File: src/rtl/tcdm_varlat_bank_arbiter.sv
// Per-bank round-robin arbiter for the variable-latency TCDM crossbar.
// Allows one transaction in flight per bank and steers the bank response back to the granted master.
module tcdm_varlat_bank_arbiter #(
    parameter int unsigned NumIn         = 4,
    parameter int unsigned ReqDataWidth  = 32,
    parameter int unsigned RespDataWidth = 32,
    parameter int unsigned LogNumIn      = (NumIn > 1) ? $clog2(NumIn) : 1
) (
    input  logic                                 clk_i,
    input  logic                                 rst_ni,
    input  logic [NumIn-1:0]                     req_i,
    input  logic [NumIn-1:0][ReqDataWidth-1:0]   data_i,
    output logic [NumIn-1:0]                     gnt_o,
    output logic [NumIn-1:0]                     vld_o,
    output logic [RespDataWidth-1:0]             rdata_o,
    output logic                                 req_o,
    output logic [ReqDataWidth-1:0]              data_o,
    input  logic                                 gnt_i,
    input  logic                                 vld_i,
    input  logic [RespDataWidth-1:0]             rdata_i
);

    typedef enum logic {
        IDLE,
        INFLIGHT
    } state_e;

    state_e              fsm_q, fsm_d;
    logic [LogNumIn-1:0] rr_q, rr_d;
    logic [LogNumIn-1:0] id_q, id_d;
    logic [LogNumIn-1:0] winner;
    logic                open;
    logic                handshake;

    // First requester at or after ptr, wrapping at NumIn-1 rather than at 2^LogNumIn.
    function automatic logic [LogNumIn-1:0] rr_pick(input logic [NumIn-1:0]    req,
                                                    input logic [LogNumIn-1:0] ptr);
        logic [LogNumIn-1:0] pick;
        logic [LogNumIn-1:0] cand;
        logic                found;
        int                  idx;
        pick  = '0;
        found = 1'b0;
        for (int k = 0; k < int'(NumIn); k++) begin
            idx = int'(ptr) + k;
            if (idx >= int'(NumIn)) begin
                idx = idx - int'(NumIn);
            end
            cand = LogNumIn'(idx);
            if (!found && req[cand]) begin
                pick  = cand;
                found = 1'b1;
            end
        end
        return pick;
    endfunction

    function automatic logic [LogNumIn-1:0] rr_advance(input logic [LogNumIn-1:0] w);
        if (int'(w) >= int'(NumIn) - 1) begin
            return '0;
        end
        return LogNumIn'(int'(w) + 1);
    endfunction

    // A returning response reopens arbitration in the same cycle, giving zero-bubble back-to-back.
    always_comb begin
        open      = (fsm_q == IDLE) || vld_i;
        winner    = rr_pick(req_i, rr_q);
        req_o     = open && (|req_i);
        data_o    = data_i[winner];
        handshake = req_o && gnt_i;
        gnt_o     = '0;
        if (open) begin
            gnt_o[winner] = gnt_i;
        end
        vld_o = '0;
        if (fsm_q == INFLIGHT) begin
            vld_o[id_q] = vld_i;
        end
        rdata_o = rdata_i;
    end

    always_comb begin
        fsm_d = fsm_q;
        rr_d  = rr_q;
        id_d  = id_q;
        if (handshake) begin
            fsm_d = INFLIGHT;
            id_d  = winner;
            rr_d  = rr_advance(winner);
        end else if ((fsm_q == INFLIGHT) && vld_i) begin
            fsm_d = IDLE;
        end
    end

    always_ff @(posedge clk_i or negedge rst_ni) begin
        if (!rst_ni) begin
            fsm_q <= IDLE;
            rr_q  <= '0;
            id_q  <= '0;
        end else begin
            fsm_q <= fsm_d;
            rr_q  <= rr_d;
            id_q  <= id_d;
        end
    end

`ifndef SYNTHESIS
    a_num_in : assert property (@(posedge clk_i) NumIn > 0)
        else $error("NumIn must be at least 1");
    a_gnt_onehot : assert property (@(posedge clk_i) disable iff (!rst_ni) $onehot0(gnt_o))
        else $error("gnt_o not one-hot");
    a_vld_onehot : assert property (@(posedge clk_i) disable iff (!rst_ni) $onehot0(vld_o))
        else $error("vld_o not one-hot");
    a_vld_idle : assert property (@(posedge clk_i) disable iff (!rst_ni) !(vld_i && fsm_q == IDLE))
        else $error("bank response while no transaction is in flight");
`endif

endmodule
File: config.mk
export PLATFORM = sky130hd
export DESIGN_NAME = tcdm_varlat_bank_arbiter
export DESIGN_NICKNAME = d
export VERILOG_FILES = /design/src/rtl/tcdm_varlat_bank_arbiter.sv
export SDC_FILE = /design/constraint.sdc
export NUM_CORES = 1
export LEC_CHECK = 0
export ABC_AREA = 0
export ABC_CLOCK_PERIOD_IN_PS = 2860
export CORE_MARGIN = 2
export CORE_UTILIZATION = 32
export DETAILED_ROUTE_END_ITERATION = 8
export PLACE_DENSITY = 0.84
export SYNTH_ARGS = -nofsm -noshare
export SYNTH_HDL_FRONTEND = slang
export SYNTH_SLANG_ARGS = --single-unit
File: constraint.sdc
create_clock -name clk_i -period 2.86 [get_ports clk_i]
set_clock_uncertainty 0.05 [all_clocks]
set_input_delay 0.429 -clock clk_i [delete_from_list [all_inputs] [get_ports clk_i]]
set_output_delay 0.429 -clock clk_i [all_outputs]
set_load 0.005 [all_outputs]
==> results.cfg, run 1 <==
[critical_path]
crit_path_max_fanout = 10
r2r-start = rr_q[1]$_DFFE_PN0P_
startpoint_type = primary input
reg2reg_depth = 8
r2r_setup_slack_ns = 0.82
arrival_ns = 2.30
worstPathRequired_ns = 2.38
cpPeakStageDelay_ns = 0.58
cp.depth = 8
critPathSlowestCell = or4b_4
crit_buf_inv = 4
crit_family = buffers and inverters
crit_path_cell_trace = dlygate4sd2_1 > nor2b_4 > or4b_4 > buf_6 > bufbuf_16 > a21bo_1 > a32oi_1 > buf_2
critPathKind = primary input to primary output
cp-end-kind = primary output
rr_endpoint = rr_q[1]$_DFFE_PN0P_

[cts]
cts_root_buf = clkbuf_8
cts_buffers = 3
clk_pin_slew_ns = 0.04
cts_tree = yes
cts-htree-levels = 1
cts.path.max_buffers = 2
cts.sinks = 5
clock_latency_ns = 0.23
cts_hold_buf = 0

[place]
postPlaceCellArea_mm2 = 0.004353
io_buffer_count = 176
gp_congestion = 0.8635
dp.cells = 612
hpwl_mm = 8.066

[floorplan]
core-area_mm2 = 0.007807
placement_rows = 32
start_util_pct = 33.46
fp.dieArea_mm2 = 0.008903
die_y_um = 94.36
ioPinCount = 241
fp.dieW_um = 94.36

[synthesis]
synth_fp_nets = 558
syn-cell-area_mm2 = 0.002613
ys_async_sr_fraction_pct = 100.0
synth.avg_cell_area_um2 = 6.716
synth_top_area_cell = nand3_1
synth_edf_count = 0
netlist_instances = 389
synth_top_area_share_pct = 12.45
yosysWarnings = 0
ys_seq_elements = 5
synth_top_flop_cell = dfrtp_1
yosysUniqueCellTypes = 33
yosysSeqAreaShare_pct = 4.789
ys_top_cells_by_area = nand3_1 (12%), a21bo_1 (12%), a221oi_1 (11%)

[drt]
ant_nets = 0
wire_per_inst_um = 17.91
via_per_inst = 5.854
drt_iter0_markers = 197
drt_pre_antenna_iters = 4
drc = 0
routed_wirelength_mm = 11.16
via_count = 3647

[global_routing]
track_usage_pct = 23.41
grt_pass1_vias = 3572
grt-ovfl-total = 0
grt_pass1_wl_mm = 17.17
grt_max_degree = 55
antenna_found_initial = 0

[finish]
post-route-util_pct = 56.52
areaGrowthSynthToFinish_pct = 68.92
fillers = 718
fin_nets = 691
antenna_cells = 0
final_cell_area_mm2 = 0.004413
drive_above_1_share_pct = 17.85
stdcell_count = 623

[hold_path]
hold_path.class = primary input to asynchronous set/reset pin

[power]
power.density_mw_per_mm2 = 640.2
leakagePower_nw = 1.778
fin_total_pwr_mw = 2.825
ir_worst_vdd_mv = 0.3851

[timing]
finalHoldViolCount = 0
rsz0062_at_grt = false
tns_ns = 0
drv_slew = 0
post-route-period-util_pct = 97.23
fmax_ghz = 0.3596
setup_viol = 0
slew_headroom_pct = 75.30
tightest_slew_ns = 0.3647
period_needed_ns = 2.781

[run_status]
outcome = finished, final reports clean

[job]
cap_violations = 0
-- layout make-up --
type                       count  area [µm²]  share of cell area, %
clock buffer                   3       41.29                 0.9356
tap                          102       127.6                  2.892
inverter                       3       12.51                 0.2835
sequential                     5       126.4                  2.864
multi-input combinational    293        2039                  46.22
timing repair buffer         216        2061                  46.70
clock inverter                 1       5.005                 0.1134
-- power breakdown --
part / total (mW) / internal [mW] / leakage [nW] / switching [mW]
logic: 2.56 / 1.29 / 1.69 / 1.27
registers: 0.128 / 0.0997 / 0.0595 / 0.0284
clock network: 0.134 / 0.0939 / 0.0255 / 0.0397
total: 2.83 / 1.48 / 1.78 / 1.34
-- layout by cell type, fill, tap and decap left out, types with 5 or more instances in the layout --
master / Yosys / routed
nor3b_1: 32 / 32
buf_4: 32 / 25
nand3_1: 65 / 64
buf_6: 5 / 5
a32oi_1: 32 / 32
a21bo_1: 32 / 32
nor4_1: 32 / 32
buf_2: 6 / 32
clkdlybuf4s50_1: 0 / 136
dlygate4sd2_1: 0 / 6
buf_12: 0 / 6
a221oi_1: 32 / 32
nand2_1: 40 / 39
-- repair_timing --
action	4_1_cts	5_1_grt
endpoints found under the hold margin	0	0
resized for setup	147	8
pin swaps	7	2
setup buffers	4	0
gates cloned	3	0
setup endpoints to repair	36	10
-- how the worst max path moves through the flow --
| stage | from | to | slack (ns) |
|---|---|---|---|
| 2_1_floorplan | req_i[2] | gnt_o[3] | 0.49 |
| 5_1_grt | req_i[3] | data_o[21] | 0.003 |
| 6_report | req_i[3] | data_o[23] | 0.08 |
| 4_1_cts | req_i[2] | data_o[23] | 0.006 |
| 3_5_place_dp | req_i[1] | data_o[24] | -0.59 |
| 3_3_place_gp | req_i[1] | data_o[17] | -0.51 |
-- per-layer routing --
metal / part of all wire (%) / global-route usage [%]
met1: 38 / 27.84
met2: 51 / 43.39
met3: 8.4 / 2.713
met4: 2.1 / 7.850
met5: 0 / 0
-- metrics by stage --
stage	hold slack [ns]	worst slack [ns]
2_1_floorplan	0.08341	0.4858
3_5_place_dp	0.4963	-0.5902
3_3_place_gp	0.4691	-0.5140
4_1_cts	0.3815	0.006293
5_1_grt	0.3908	0.002653
6_report	0.3770	0.07921
-- registers in the layout (all words and copies together) (netlist names) --
register  flops
rr_q          2
id_q          2
fsm_q         1
-- Yosys cell counts, types with 2 or more instances --
| cell | n |
|---|---|
| a21bo_1 | 32 |
| a221oi_1 | 32 |
| a32oi_1 | 32 |
| buf_1 | 6 |
| buf_2 | 6 |
| buf_4 | 32 |
| buf_6 | 5 |
| clkbuf_1 | 38 |
| dfrtp_1 | 5 |
| inv_1 | 2 |
| nand2_1 | 40 |
| nand3_1 | 65 |
| nor2_1 | 4 |
| nor2b_1 | 4 |
| nor3_1 | 5 |
| nor3b_1 | 32 |
| nor4_1 | 32 |
| o21ai_0 | 2 |
-- kinds of logic after synthesis --
kind of cell             share of synthesized area (%)
AND/OR/NAND/NOR                                  39.18
flip-flops                                       4.789
multiplexers                                    0.4310
adder cells (fa/ha/maj)                         0.4789
buffers and inverters                            19.44
AO/OA/AOI/OAI                                    35.68
-- worst register-to-register path, stage by stage (launching register included) --
cell	delay, ns
dfrtp_2	0.39
buf_8	0.21
nand2_1	0.10
a211o_4	0.35
nand2_2	0.09
clkinv_2	0.07
buf_4	0.13
ha_1	0.28
mux2_2	0.25
No activity file was read; power rests on OpenSTA's default activity.
==> run 2, diff against run 1 <==
--- a/config.mk
+++ b/config.mk
@@ -7,8 +7,10 @@
 export LEC_CHECK = 0
 export ABC_AREA = 0
 export ABC_CLOCK_PERIOD_IN_PS = 2860
+export CORE_ASPECT_RATIO = 1.75
 export CORE_MARGIN = 2
 export CORE_UTILIZATION = 32
+export CTS_CLUSTER_DIAMETER = 120
 export DETAILED_ROUTE_END_ITERATION = 8
 export PLACE_DENSITY = 0.84
 export SYNTH_ARGS = -nofsm -noshare
==> results.cfg, run 2 (synthesis gave the netlist of run 1 again) <==
[cts]
clock_latency_ns = 0.23
cts.path.max_buffers = 2
cts.sinks = 5
cts-htree-levels = 1
clk_pin_slew_ns = 0.03
cts_root_buf = clkbuf_16
cts_tree = yes
cts_buffers = 3

[floorplan]
die_y_um = 123.5
ioPinCount = 241
fp.dieW_um = 72.30
start_util_pct = 33.03
core-area_mm2 = 0.007909
fp.dieArea_mm2 = 0.008931
placement_rows = 43

[place]
gp_congestion = 0.8532
io_buffer_count = 176
postPlaceCellArea_mm2 = 0.004335
hpwl_mm = 8.285
dp.cells = 598
dpl_worst_slack_ns = -0.6256

[drt]
via_count = 3764
drt_iter0_markers = 137
drc = 0
drt_pre_antenna_iters = 4
via_per_inst = 6.170
routed_wirelength_mm = 12.08
ant_nets = 0
wire_per_inst_um = 19.80

[power]
fin_total_pwr_mw = 3.070
ir_worst_vdd_mv = 0.3655
p_sw_mw = 1.437
power.density_mw_per_mm2 = 676.9
pwr-share-comb_pct = 88.2
seqPwrFrac_pct = 4.2
netSwitchingFraction_pct = 46.79
p_int_mw = 1.634
leakagePower_nw = 1.795
pwr-share-clk_pct = 7.6

[critical_path]
r2r_setup_slack_ns = 0.70
startpoint_type = primary input
reg2reg_depth = 6
worstPathRequired_ns = 2.38
crit_path_max_fanout = 7
cp-end-kind = primary output
r2r-start = rr_q[1]$_DFFE_PN0P_
rr_endpoint = rr_q[1]$_DFFE_PN0P_
critPathKind = primary input to primary output
arrival_ns = 2.34

[finish]
reg_top3 = id_q x2, rr_q x2, fsm_q x1
antenna_cells = 0
fillers = 739
layout_common_cells = clkdlybuf4s50_1 (137), nand3_1 (65), nand2_1 (39)
post-route-util_pct = 57.35
final_cell_area_mm2 = 0.004536
fin_nets = 690
final_common_cell = clkdlybuf4s50_1
regArea_um2 = 126.4
stdcell_count = 610
drive_above_1_share_pct = 17.12
areaGrowthSynthToFinish_pct = 73.61
multi_input_area_mm2 = 0.002083

[global_routing]
grt_max_degree = 55
grt_pass1_vias = 3773
antenna_found_initial = 0
track_usage_pct = 25.20
grt-ovfl-total = 0
grt_pass1_wl_mm = 18.24

[timing]
worst_slack_ns = 0.04556
slew_headroom_pct = 73.47
post-route-period-util_pct = 98.41
tns_ns = 0
finalHoldViolCount = 0
tightest_slew_ns = 0.3980
period_needed_ns = 2.814
fmax_ghz = 0.3553
setup_viol = 0
drv_slew = 0
whs_ns = 0.3799

[run_status]
outcome = finished, final reports clean

[job]
cap_violations = 0

[hold_path]
hold_path.class = primary input to asynchronous set/reset pin
==> run 2: power by group through the flow <==
stage / sequential [mW] / combinational [mW] / clock [mW]
after floorplan: 0.119 / 1.47 / 0
after global placement: 0.122 / 2.61 / 0
after detailed placement: 0.124 / 2.66 / 0
after CTS: 0.127 / 2.63 / 0.233
after global routing: 0.134 / 2.93 / 0.237
final: 0.128 / 2.71 / 0.234
==> run 2: area by class of cell <==
| class | count | area share (%) |
|---|---|---|
| inverters | 3 | 0.2759 |
| clock buffers | 4 | 1.738 |
| well taps | 90 | 2.483 |
| repair buffers | 215 | 46.79 |
| flip-flops and latches | 5 | 2.786 |
| multi-input cells | 293 | 45.93 |
==> run 2: routing by layer <==
| layer | track usage, % | vias to the layer above | routed length (µm) |
|---|---|---|---|
| li1 | - | 1758 | - |
| met1 | 25.41 | 1749 | 4022 |
| met2 | 49.03 | 199 | 6556 |
| met3 | 2.526 | 58 | 895 |
| met4 | 13.33 | 0 | 604 |
| met5 | 0 | - | 0 |
==> run 2: worst max-delay path by stage <==
stage	cells after the start	endpoint	start
detailed placement	8	data_o[19]	req_i[1]
global placement	7	data_o[19]	req_i[1]
CTS	9	data_o[18]	req_i[2]
floorplan	8	gnt_o[3]	req_i[2]
global route	9	data_o[2]	req_i[2]
finish	9	data_o[19]	req_i[2]
==> run 2: what timing repair did <==
action                                 CTS  global route
pin swaps                               10             3
gates resized for setup                122            12
endpoints found under the hold margin    0             0
gates cloned                             3             1
setup buffers                            3             1
hold buffers                             0             0
setup endpoints to repair               36            25
==> run 2: critical path, cell delays in order <==
cell and delay (ns):
clkdlybuf4s15_1 0.19, buf_6 0.13, nor2b_4 0.12, or4b_4 0.59, buf_8 0.18, clkbuf_16 0.16
a21bo_1 0.18, a32oi_2 0.21, buf_2 0.14
==> run 3, diff against run 2 <==
--- a/config.mk
+++ b/config.mk
@@ -6,12 +6,12 @@
 export NUM_CORES = 1
 export LEC_CHECK = 0
 export ABC_AREA = 0
-export ABC_CLOCK_PERIOD_IN_PS = 2860
 export CORE_ASPECT_RATIO = 1.75
 export CORE_MARGIN = 2
 export CORE_UTILIZATION = 32
 export CTS_CLUSTER_DIAMETER = 120
 export DETAILED_ROUTE_END_ITERATION = 8
+export HOLD_SLACK_MARGIN = 0.12
 export PLACE_DENSITY = 0.84
 export SYNTH_ARGS = -nofsm -noshare
 export SYNTH_HDL_FRONTEND = slang
==> results of run 3 <==
The final DEF is identical to that of run 2; final timing and power are the same.
